`src/rtl/i2c_master_engine.sv`:
```
// Byte-level I2C master: pops TX FIFO bytes onto open-drain SCL/SDA and pushes
// received bytes into the RX FIFO. One bit frame is four divider quarters.
module i2c_master_engine #(
  parameter int unsigned CLK_DIV = 4
) (
  input  logic       PCLK,
  input  logic       PRESET,
  input  logic       enable,
  input  logic [6:0] slave_addr,
  input  logic       rw,
  input  logic [7:0] byte_count,
  input  logic [7:0] tx_data,
  input  logic       tx_empty,
  output logic       tx_rd_inc,
  output logic [7:0] rx_data,
  input  logic       rx_full,
  output logic       rx_wr_inc,
  input  logic       sda_in,
  output logic       scl_oe,
  output logic       sda_oe,
  output logic       busy,
  output logic       done,
  output logic       ack_error
);
  localparam int unsigned DIV_W = (CLK_DIV > 1) ? $clog2(CLK_DIV) : 1;

  typedef enum logic [3:0] {
    IDLE, START, ADDR, ADDR_ACK, WAIT_TX, WRITE, WRITE_ACK,
    READ, WAIT_RX, READ_ACK, STOP
  } state_t;

  state_t           state, state_n;
  logic [DIV_W-1:0] div, div_n;
  logic [1:0]       qtr, qtr_n;
  logic [2:0]       bit_cnt, bit_cnt_n;
  logic [7:0]       shreg, shreg_n, remain, remain_n, rx_data_n;
  logic             rw_q, rw_n;
  logic             scl_oe_n, sda_oe_n, busy_n, done_n, ack_error_n;
  logic             tx_rd_inc_n, rx_wr_inc_n, frame_low;
  logic             tick;

  assign tick = (div == DIV_W'(CLK_DIV - 1));

  // State and output registers
  always_ff @(posedge PCLK or posedge PRESET) begin
    if (PRESET) begin
      state     <= IDLE;
      div       <= '0;
      qtr       <= '0;
      bit_cnt   <= '0;
      shreg     <= '0;
      remain    <= '0;
      rw_q      <= 1'b0;
      rx_data   <= '0;
      scl_oe    <= 1'b0;
      sda_oe    <= 1'b0;
      busy      <= 1'b0;
      done      <= 1'b0;
      ack_error <= 1'b0;
      tx_rd_inc <= 1'b0;
      rx_wr_inc <= 1'b0;
    end else begin
      state     <= state_n;
      div       <= div_n;
      qtr       <= qtr_n;
      bit_cnt   <= bit_cnt_n;
      shreg     <= shreg_n;
      remain    <= remain_n;
      rw_q      <= rw_n;
      rx_data   <= rx_data_n;
      scl_oe    <= scl_oe_n;
      sda_oe    <= sda_oe_n;
      busy      <= busy_n;
      done      <= done_n;
      ack_error <= ack_error_n;
      tx_rd_inc <= tx_rd_inc_n;
      rx_wr_inc <= rx_wr_inc_n;
    end
  end

  // Next-state logic; line levels are decoded from the next state so they are registered
  always_comb begin
    state_n     = state;
    qtr_n       = tick ? qtr + 2'd1 : qtr;
    bit_cnt_n   = bit_cnt;
    shreg_n     = shreg;
    remain_n    = remain;
    rw_n        = rw_q;
    rx_data_n   = rx_data;
    busy_n      = busy;
    done_n      = 1'b0;
    ack_error_n = ack_error;
    tx_rd_inc_n = 1'b0;
    rx_wr_inc_n = 1'b0;
    scl_oe_n    = 1'b0;
    sda_oe_n    = 1'b0;
    frame_low   = 1'b0;

    if (state == IDLE || state == WAIT_TX || state == WAIT_RX) div_n = '0;
    else div_n = tick ? '0 : div + DIV_W'(1);

    case (state)
      IDLE: begin
        qtr_n = '0;
        if (enable) begin
          state_n     = START;
          bit_cnt_n   = '0;
          shreg_n     = {slave_addr, rw};
          rw_n        = rw;
          remain_n    = byte_count;
          busy_n      = 1'b1;
          ack_error_n = 1'b0;
        end
      end
      START: if (tick && qtr == 2'd1) begin
        state_n = ADDR;
        qtr_n   = '0;
      end
      ADDR, WRITE: if (tick && qtr == 2'd3) begin
        shreg_n = {shreg[6:0], 1'b0};
        if (bit_cnt == 3'd7) begin
          bit_cnt_n = '0;
          state_n   = (state == ADDR) ? ADDR_ACK : WRITE_ACK;
        end else begin
          bit_cnt_n = bit_cnt + 3'd1;
        end
      end
      ADDR_ACK, WRITE_ACK: begin
        if (tick && qtr == 2'd1 && sda_in) ack_error_n = 1'b1;
        if (tick && qtr == 2'd3) begin
          if (ack_error || remain == 8'd0) state_n = STOP;
          else if (state == ADDR_ACK && rw_q) state_n = READ;
          else if (!tx_empty) begin
            state_n     = WRITE;
            shreg_n     = tx_data;
            tx_rd_inc_n = 1'b1;
            remain_n    = remain - 8'd1;
          end else state_n = WAIT_TX;
        end
      end
      WAIT_TX: if (!tx_empty) begin
        state_n     = WRITE;
        shreg_n     = tx_data;
        tx_rd_inc_n = 1'b1;
        remain_n    = remain - 8'd1;
      end
      READ: begin
        if (tick && qtr == 2'd1) shreg_n = {shreg[6:0], sda_in};
        if (tick && qtr == 2'd3) begin
          if (bit_cnt == 3'd7) begin
            bit_cnt_n = '0;
            if (!rx_full) begin
              state_n     = READ_ACK;
              rx_data_n   = shreg;
              rx_wr_inc_n = 1'b1;
              remain_n    = remain - 8'd1;
            end else state_n = WAIT_RX;
          end else begin
            bit_cnt_n = bit_cnt + 3'd1;
          end
        end
      end
      WAIT_RX: if (!rx_full) begin
        state_n     = READ_ACK;
        rx_data_n   = shreg;
        rx_wr_inc_n = 1'b1;
        remain_n    = remain - 8'd1;
      end
      READ_ACK: if (tick && qtr == 2'd3) state_n = (remain == 8'd0) ? STOP : READ;
      STOP: if (tick && qtr == 2'd2) begin
        state_n = IDLE;
        qtr_n   = '0;
        busy_n  = 1'b0;
        done_n  = 1'b1;
      end
      default: state_n = IDLE;
    endcase

    // SCL is low in the first and last quarter of every bit frame
    frame_low = (qtr_n == 2'd0) || (qtr_n == 2'd3);
    case (state_n)
      START: begin
        scl_oe_n = (qtr_n == 2'd1);
        sda_oe_n = 1'b1;
      end
      ADDR, WRITE: begin
        scl_oe_n = frame_low;
        sda_oe_n = ~shreg_n[7];
      end
      ADDR_ACK, WRITE_ACK, READ: scl_oe_n = frame_low;
      READ_ACK: begin
        scl_oe_n = frame_low;
        sda_oe_n = (remain_n != 8'd0);
      end
      WAIT_TX, WAIT_RX: begin
        scl_oe_n = 1'b1;
        sda_oe_n = sda_oe;
      end
      STOP: begin
        scl_oe_n = (qtr_n == 2'd0);
        sda_oe_n = (qtr_n != 2'd2);
      end
      default: ;
    endcase
  end
endmodule

```
`config.mk`:
```
export PLATFORM = sky130hd
export DESIGN_NAME = i2c_master_engine
export DESIGN_NICKNAME = d
export VERILOG_FILES = /design/src/rtl/i2c_master_engine.sv
export SDC_FILE = /design/constraint.sdc
export NUM_CORES = 1
export LEC_CHECK = 0
export BUFFER_PORTS_ARGS = -buffer_cell sky130_fd_sc_hd__buf_2
export CORE_ASPECT_RATIO = 1.25
export CORE_UTILIZATION = 51
export DETAILED_ROUTE_END_ITERATION = 8
export PLACE_DENSITY = 0.75
export SLEW_MARGIN = 20
export SYNTH_ARGS = -nofsm -noshare
export SYNTH_HDL_FRONTEND = slang
export SYNTH_SLANG_ARGS = --single-unit
```
`constraint.sdc`:
```
create_clock -name PCLK -period 2.7 [get_ports PCLK]
set_input_delay 0.54 -clock PCLK [delete_from_list [all_inputs] [get_ports PCLK]]
set_output_delay 0.54 -clock PCLK [all_outputs]
set_load 0.01 [all_outputs]
```
# Yosys cells after proc, flatten, opt, wreduce, memory -nomap -nowiden
# Index checks and enable logic that the tools add are counted.
[op_classes]
n_eq_ne = 39
n_bitwise = 1
n_reduce_logical = 30
addsub = 4
n_mux = 68
[op_table]
columns = ["cell", "count"]
rows = [
  ["8-bit two-way mux", 18],
  ["8-bit one-hot mux with 5 select lines", 2],
  ["4-bit two-way mux", 13],
  ["4-bit one-hot mux with 9 select lines", 1],
  ["4-bit by 3-bit equality test with 1-bit output (second input constant)", 8],
  ["4-bit equality test (second input constant)", 6],
  ["2-bit inequality test (second input constant)", 11],
  ["4-bit by 2-bit equality test with 1-bit output (second input constant)", 4],
  ["8-bit one-hot mux with 2 select lines", 1],
  ["1-bit two-way mux", 15],
  ["2-bit two-way mux", 6],
  ["3-bit two-way mux", 4],
  ["3-bit AND reduction", 4],
  ["2-bit equality test (second input constant)", 4],
  ["4-bit by 1-bit equality test with 1-bit output (second input constant)", 2],
  ["8-bit zero test", 1],
  ["1-bit one-hot mux with 2 select lines", 4],
  ["2-bit nonzero test", 4],
  ["8-bit nonzero test", 1],
  ["2-bit OR reduction", 4],
  ["8-bit by 1-bit subtractor with 8-bit output (second input constant)", 1],
  ["7-bit AND reduction", 1],
  ["2-bit one-hot mux with 3 select lines", 1],
  ["3-bit one-hot mux with 2 select lines", 1],
  ["16 further kinds", 25],
]
[word_totals]
out_inout_bits = 15
ff_bits = 43
elab_cells = 158
in_bits = 30

# Logic depth before layout (Yosys ltp)
[logic_depth]
word_depth = 9
ltp_mapped = 12
ltp_nobuf = 11

# Worst setup path before layout
# No wires, ideal clock.
[synth_timing]
path_kind = "reg-to-reg"
startpoint = "register remain[0]"
endpoint = "register sda_oe"
slack_ps = 64
synth_period_minus_slack_ps = 2636
path_stages_with_launch = 11
t_required_ps = 2570
path_buffers = 0
setup_ps = 130
t_arrival_ps = 2506
cell_sequence = "dfrtp_1 > inv_1 > ha_1 > or3b_2 > o211ai_2 > o41ai_2 > o22a_1 > a221o_1 > or4_1 > nor3_2 > o32ai_1"
[synth_between]
elab_chain_len = 8
elab_cells_between_ends = 32
classes_between = "add/sub: 1; eq/ne: 7; mux: 18; bitwise: 1; reduce/logical: 5"
[synth_lines]
columns = ["element", "line", "source"]
rows = [
  ["from (decl)", "36", "logic [7:0] shreg, shreg_n, remain, remain_n, rx_data_n;"],
  ["from (signal assigned)", "68", "remain <= remain_n;"],
  ["8-bit by 1-bit subtractor with 8-bit output", "n/a", ""],
  ["8-bit two-way mux", "133, 141", ""],
  ["8-bit two-way mux", "132", "else if (state == ADDR_ACK && rw_q) state_n = READ;"],
  ["8-bit two-way mux", "131", "if (ack_error || remain == 8'd0) state_n = STOP;"],
  ["8-bit two-way mux", "130", "if (tick && qtr == 2'd3) begin"],
  ["8-bit one-hot mux with 5 select lines (*)", "102", "case (state)"],
  ["via remain_n[6]", "36", ""],
  ["8-bit nonzero test (*)", "193", "sda_oe_n = (remain_n != 8'd0);"],
  ["1-bit one-hot mux with 5 select lines (*)", "181", "case (state_n)"],
  ["to (signal assigned)", "72", "sda_oe <= sda_oe_n;"],
  ["to (decl)", "20", "output logic sda_oe,"],
]
# Mark *: on every way through the listed nets, which the timed path passes. The rest lies on a longest branch. The select of a mux whose other input is x is not followed.
# A chain may end at the register's enable or synchronous reset.

# Worst setup path after layout
[layout_timing]
startpoint = "register remain[5]"
endpoint = "register sda_oe"
[layout_between]
elab_cells_between_ends = 32
classes_between = "add/sub: 1; eq/ne: 7; mux: 18; bitwise: 1; reduce/logical: 5"
[layout_lines]
columns = ["element", "line"]
rows = [
  ["8-bit zero test", "131"],
  ["1-bit logical OR", "131"],
  ["8-bit two-way mux", "131"],
  ["8-bit two-way mux", "130"],
  ["8-bit one-hot mux with 5 select lines", "102"],
  ["via remain_n[2]", "36"],
  ["8-bit nonzero test", "193"],
  ["1-bit one-hot mux with 5 select lines", "181"],
]
# The timed path passes the listed nets, and every way through them passes these cells. The select of a mux whose other input is x is not followed.

==> results.ini <==
[run_status]
status = finished, violations left
violations = negative setup slack

[floorplanning]
io_pins = 45
die_y_um = 83.62
die_area_um2 = 5626
core_area_um2 = 5116
start_util_pct = 53.12
die_width_um = 67.29
row_count = 29

[critical_path]
critPathBufInv = 1
cp_top_family = simple AND/OR/NAND/NOR gates
rr_startpoint = remain[5]
cp_common_cell = or4_4
crit_slowest_cell = or4_4
r2r_setup_slack_ns = -0.03
r2r_end = sda_oe
ff2ff_path_depth = 9
crit_type = reg -> reg
startpoint_type = flop
critPathMaxStageDelay_ns = 0.58
path_max_fanout = 4
path_cells = or4_4, o211ai_4, o41ai_4, buf_4, o22ai_2, nand3_1, or4_4, nor3_4, o32ai_2
critPathRequiredTime_ns = 2.88
crit_path_end_kind = flop
cp.arrival_ns = 2.91

[power_and_ir_drop]
p_per_area_nw_per_um2 = 320.4
p_leak_nw = 1.833
ir_drop_mv = 0.2814
finalPower_mw = 1.155

[yosys]
ys.flop_type = dfrtp_1
synth_top_area_cell = dfrtp_1
syn_inst = 309
async_flop_share_pct = 100.0
yosys-top-cells-count = dfrtp_1 (43), nand2_1 (39), inv_1 (20), a21oi_1 (19), nor2_1 (18)
synth_area_um2 = 2718
ys_ff_latch = 43
synth.net_count = 350
synth.top_cell.area_share_pct = 39.59
synth.most_common_cell = dfrtp_1
avgSynthCellArea_um2 = 8.795
synth_cell_types = 54
ys_seq_area_share_pct = 39.59
synth_edf_count = 0
yosysWarningCount = 0
synthTopCellsByArea = dfrtp_1 (40%), nand2_1 (5.4%), ha_1 (5.1%)

[timing]
slew_violations = 0
clock.fmax_mhz = 366.0
period_needed_ns = 2.732
fin_ws_ns = -0.03247
final-setup-viol-count = 1
worst_pin_slew_ns = 0.6325
finClkSkew_ns = 0.004242
relSlewSlack_pct = 57.77
setup-tns-final_ns = -0.03247
hold_viol = 0
grt_setup_unrepaired = true
fin_crit_sh_pct = 101.2

[layout]
seq_area_um2 = 1079
layout.nets = 440
fillerInstances = 382
drive_above_1_share_pct = 38.50
areaGrowthSynthToFinish_pct = 32.60
multi_input_area_um2 = 1647
instances_no_fill = 462
diodes = 0

[detailed_routing]
num_vias = 2799
drt_first_pass_iters = 5
via_per_inst = 6.058
post_drt_wl_per_cell_um = 17.27
wirelength_um = 7978
drc = 0
drtIter0Drc = 223
ant_nets = 0

[clocking]
clockBufferDepth = 2
clkSlewWorstSetupHoldPaths_ns = 0.09
cts-root-buf = clkbuf_8
clock-sinks = 43
numCtsBuffers = 5
htree_levels = 2
cts_tree = done
clk-insertion-delay-late_ns = 0.30

[global_route]
grtUsageTotal_pct = 29.01
grt_max_degree = 30
antenna_found_initial = 0
use_met2_pct = 47.27
use_met1_pct = 38.13
grt_remaining_overflow = 0
busiest_layer = met2
grt_pass1_vias = 2597
grt_use_met3_pct = 3.962
grt_pass1_wl_um = 12340

[placement]
dp_hpwl_um = 5492
dp_cells = 438
io_buffer_count = 44
dpl_worst_slack_ns = -0.08484
gp_congestion = 0.9312

[worst_hold_path]
hold_path_class = in -> async

[run]
drv_cap = 0

-- cells by family after synthesis --
kind of cell	Yosys count	synth area share, %
XOR/XNOR	3	0.9670
flip-flops	43	39.59
multiplexers	12	4.880
adder cells (fa/ha/maj)	11	5.064
buffers and inverters	37	5.433
AO/OA/AOI/OAI	82	21.50
AND/OR/NAND/NOR	121	22.56
-- layout by cell type (no fill, tap or decap), types with 3 or more instances in the layout --
master,count
a21o_1,4
a21oi_1,16
a21oi_2,3
a222oi_1,7
and2_1,3
and3_1,3
buf_2,44
buf_4,56
clkbuf_8,5
dfrtp_1,41
ha_1,8
inv_1,17
inv_2,3
mux2_2,10
nand2_1,39
nand2b_1,4
nand3_1,14
nor2_1,17
nor2b_1,5
nor3_1,9
nor4_1,3
o211a_1,3
o211ai_1,5
o21ai_0,11
o22ai_1,4
o32ai_1,3
or2_2,3
or2_4,3
or4_4,3
-- area by class of cell --
class | instances | area share [%]
tap | 62 | 2.153
inverter | 20 | 2.083
clock buffer | 6 | 2.014
multi-input combinational | 229 | 45.69
sequential | 43 | 29.93
timing repair buffer | 100 | 17.78
clock inverter | 2 | 0.3472
-- state kept, by name, summed over array words and instances, names as in the netlist, 2 cells and up --
signal and cells:
state 4, bit_cnt 3, div 2, shreg 8, rx_data 8, remain 8, qtr 2
-- metrics by stage --
stage	cell area, um^2	hold slack (ns)	utilization [%]
3_5_place_dp	3248	0.4351	63.49
5_1_grt	3603	0.3536	70.43
3_3_place_gp	3248	0.4237	63.49
4_1_cts	3455	0.3826	67.52
6_report	3603	0.3148	70.43
2_1_floorplan	2718	0.4150	-
-- how the worst max path moves through the flow --
stage / startpoint / to / depth (start not counted)
after floorplan: remain[0] / sda_oe / 10
after global placement: remain[1] / sda_oe / 10
after detailed placement: remain[1] / sda_oe / 10
after CTS: remain[1] / sda_oe / 10
after global routing: remain[5] / sda_oe / 10
final: remain[5] / sda_oe / 9
-- power breakdown --
group          internal (mW)  switching, mW  leakage [nW]
Clock                  0.181          0.232        0.0412
Sequential             0.653        0.00803         0.536
Combinational         0.0374         0.0433          1.26
Total                  0.872          0.283          1.83
-- what timing repair did --
| action | in CTS | in global routing |
|---|---|---|
| hold buffers | 0 | 0 |
| gates resized for setup | 11 | 24 |
| pin swaps | 8 | 12 |
| endpoints found under the setup margin | 2 | 2 |
| buffers inserted | 10 | 6 |
-- per-layer routing --
layer	part of all wire, %	up-vias
li1	-	1314
met1	41	1345
met2	51	116
met3	5.4	24
met4	2.7	0
met5	0	-
No activity file was read; power rests on OpenSTA's default activity.
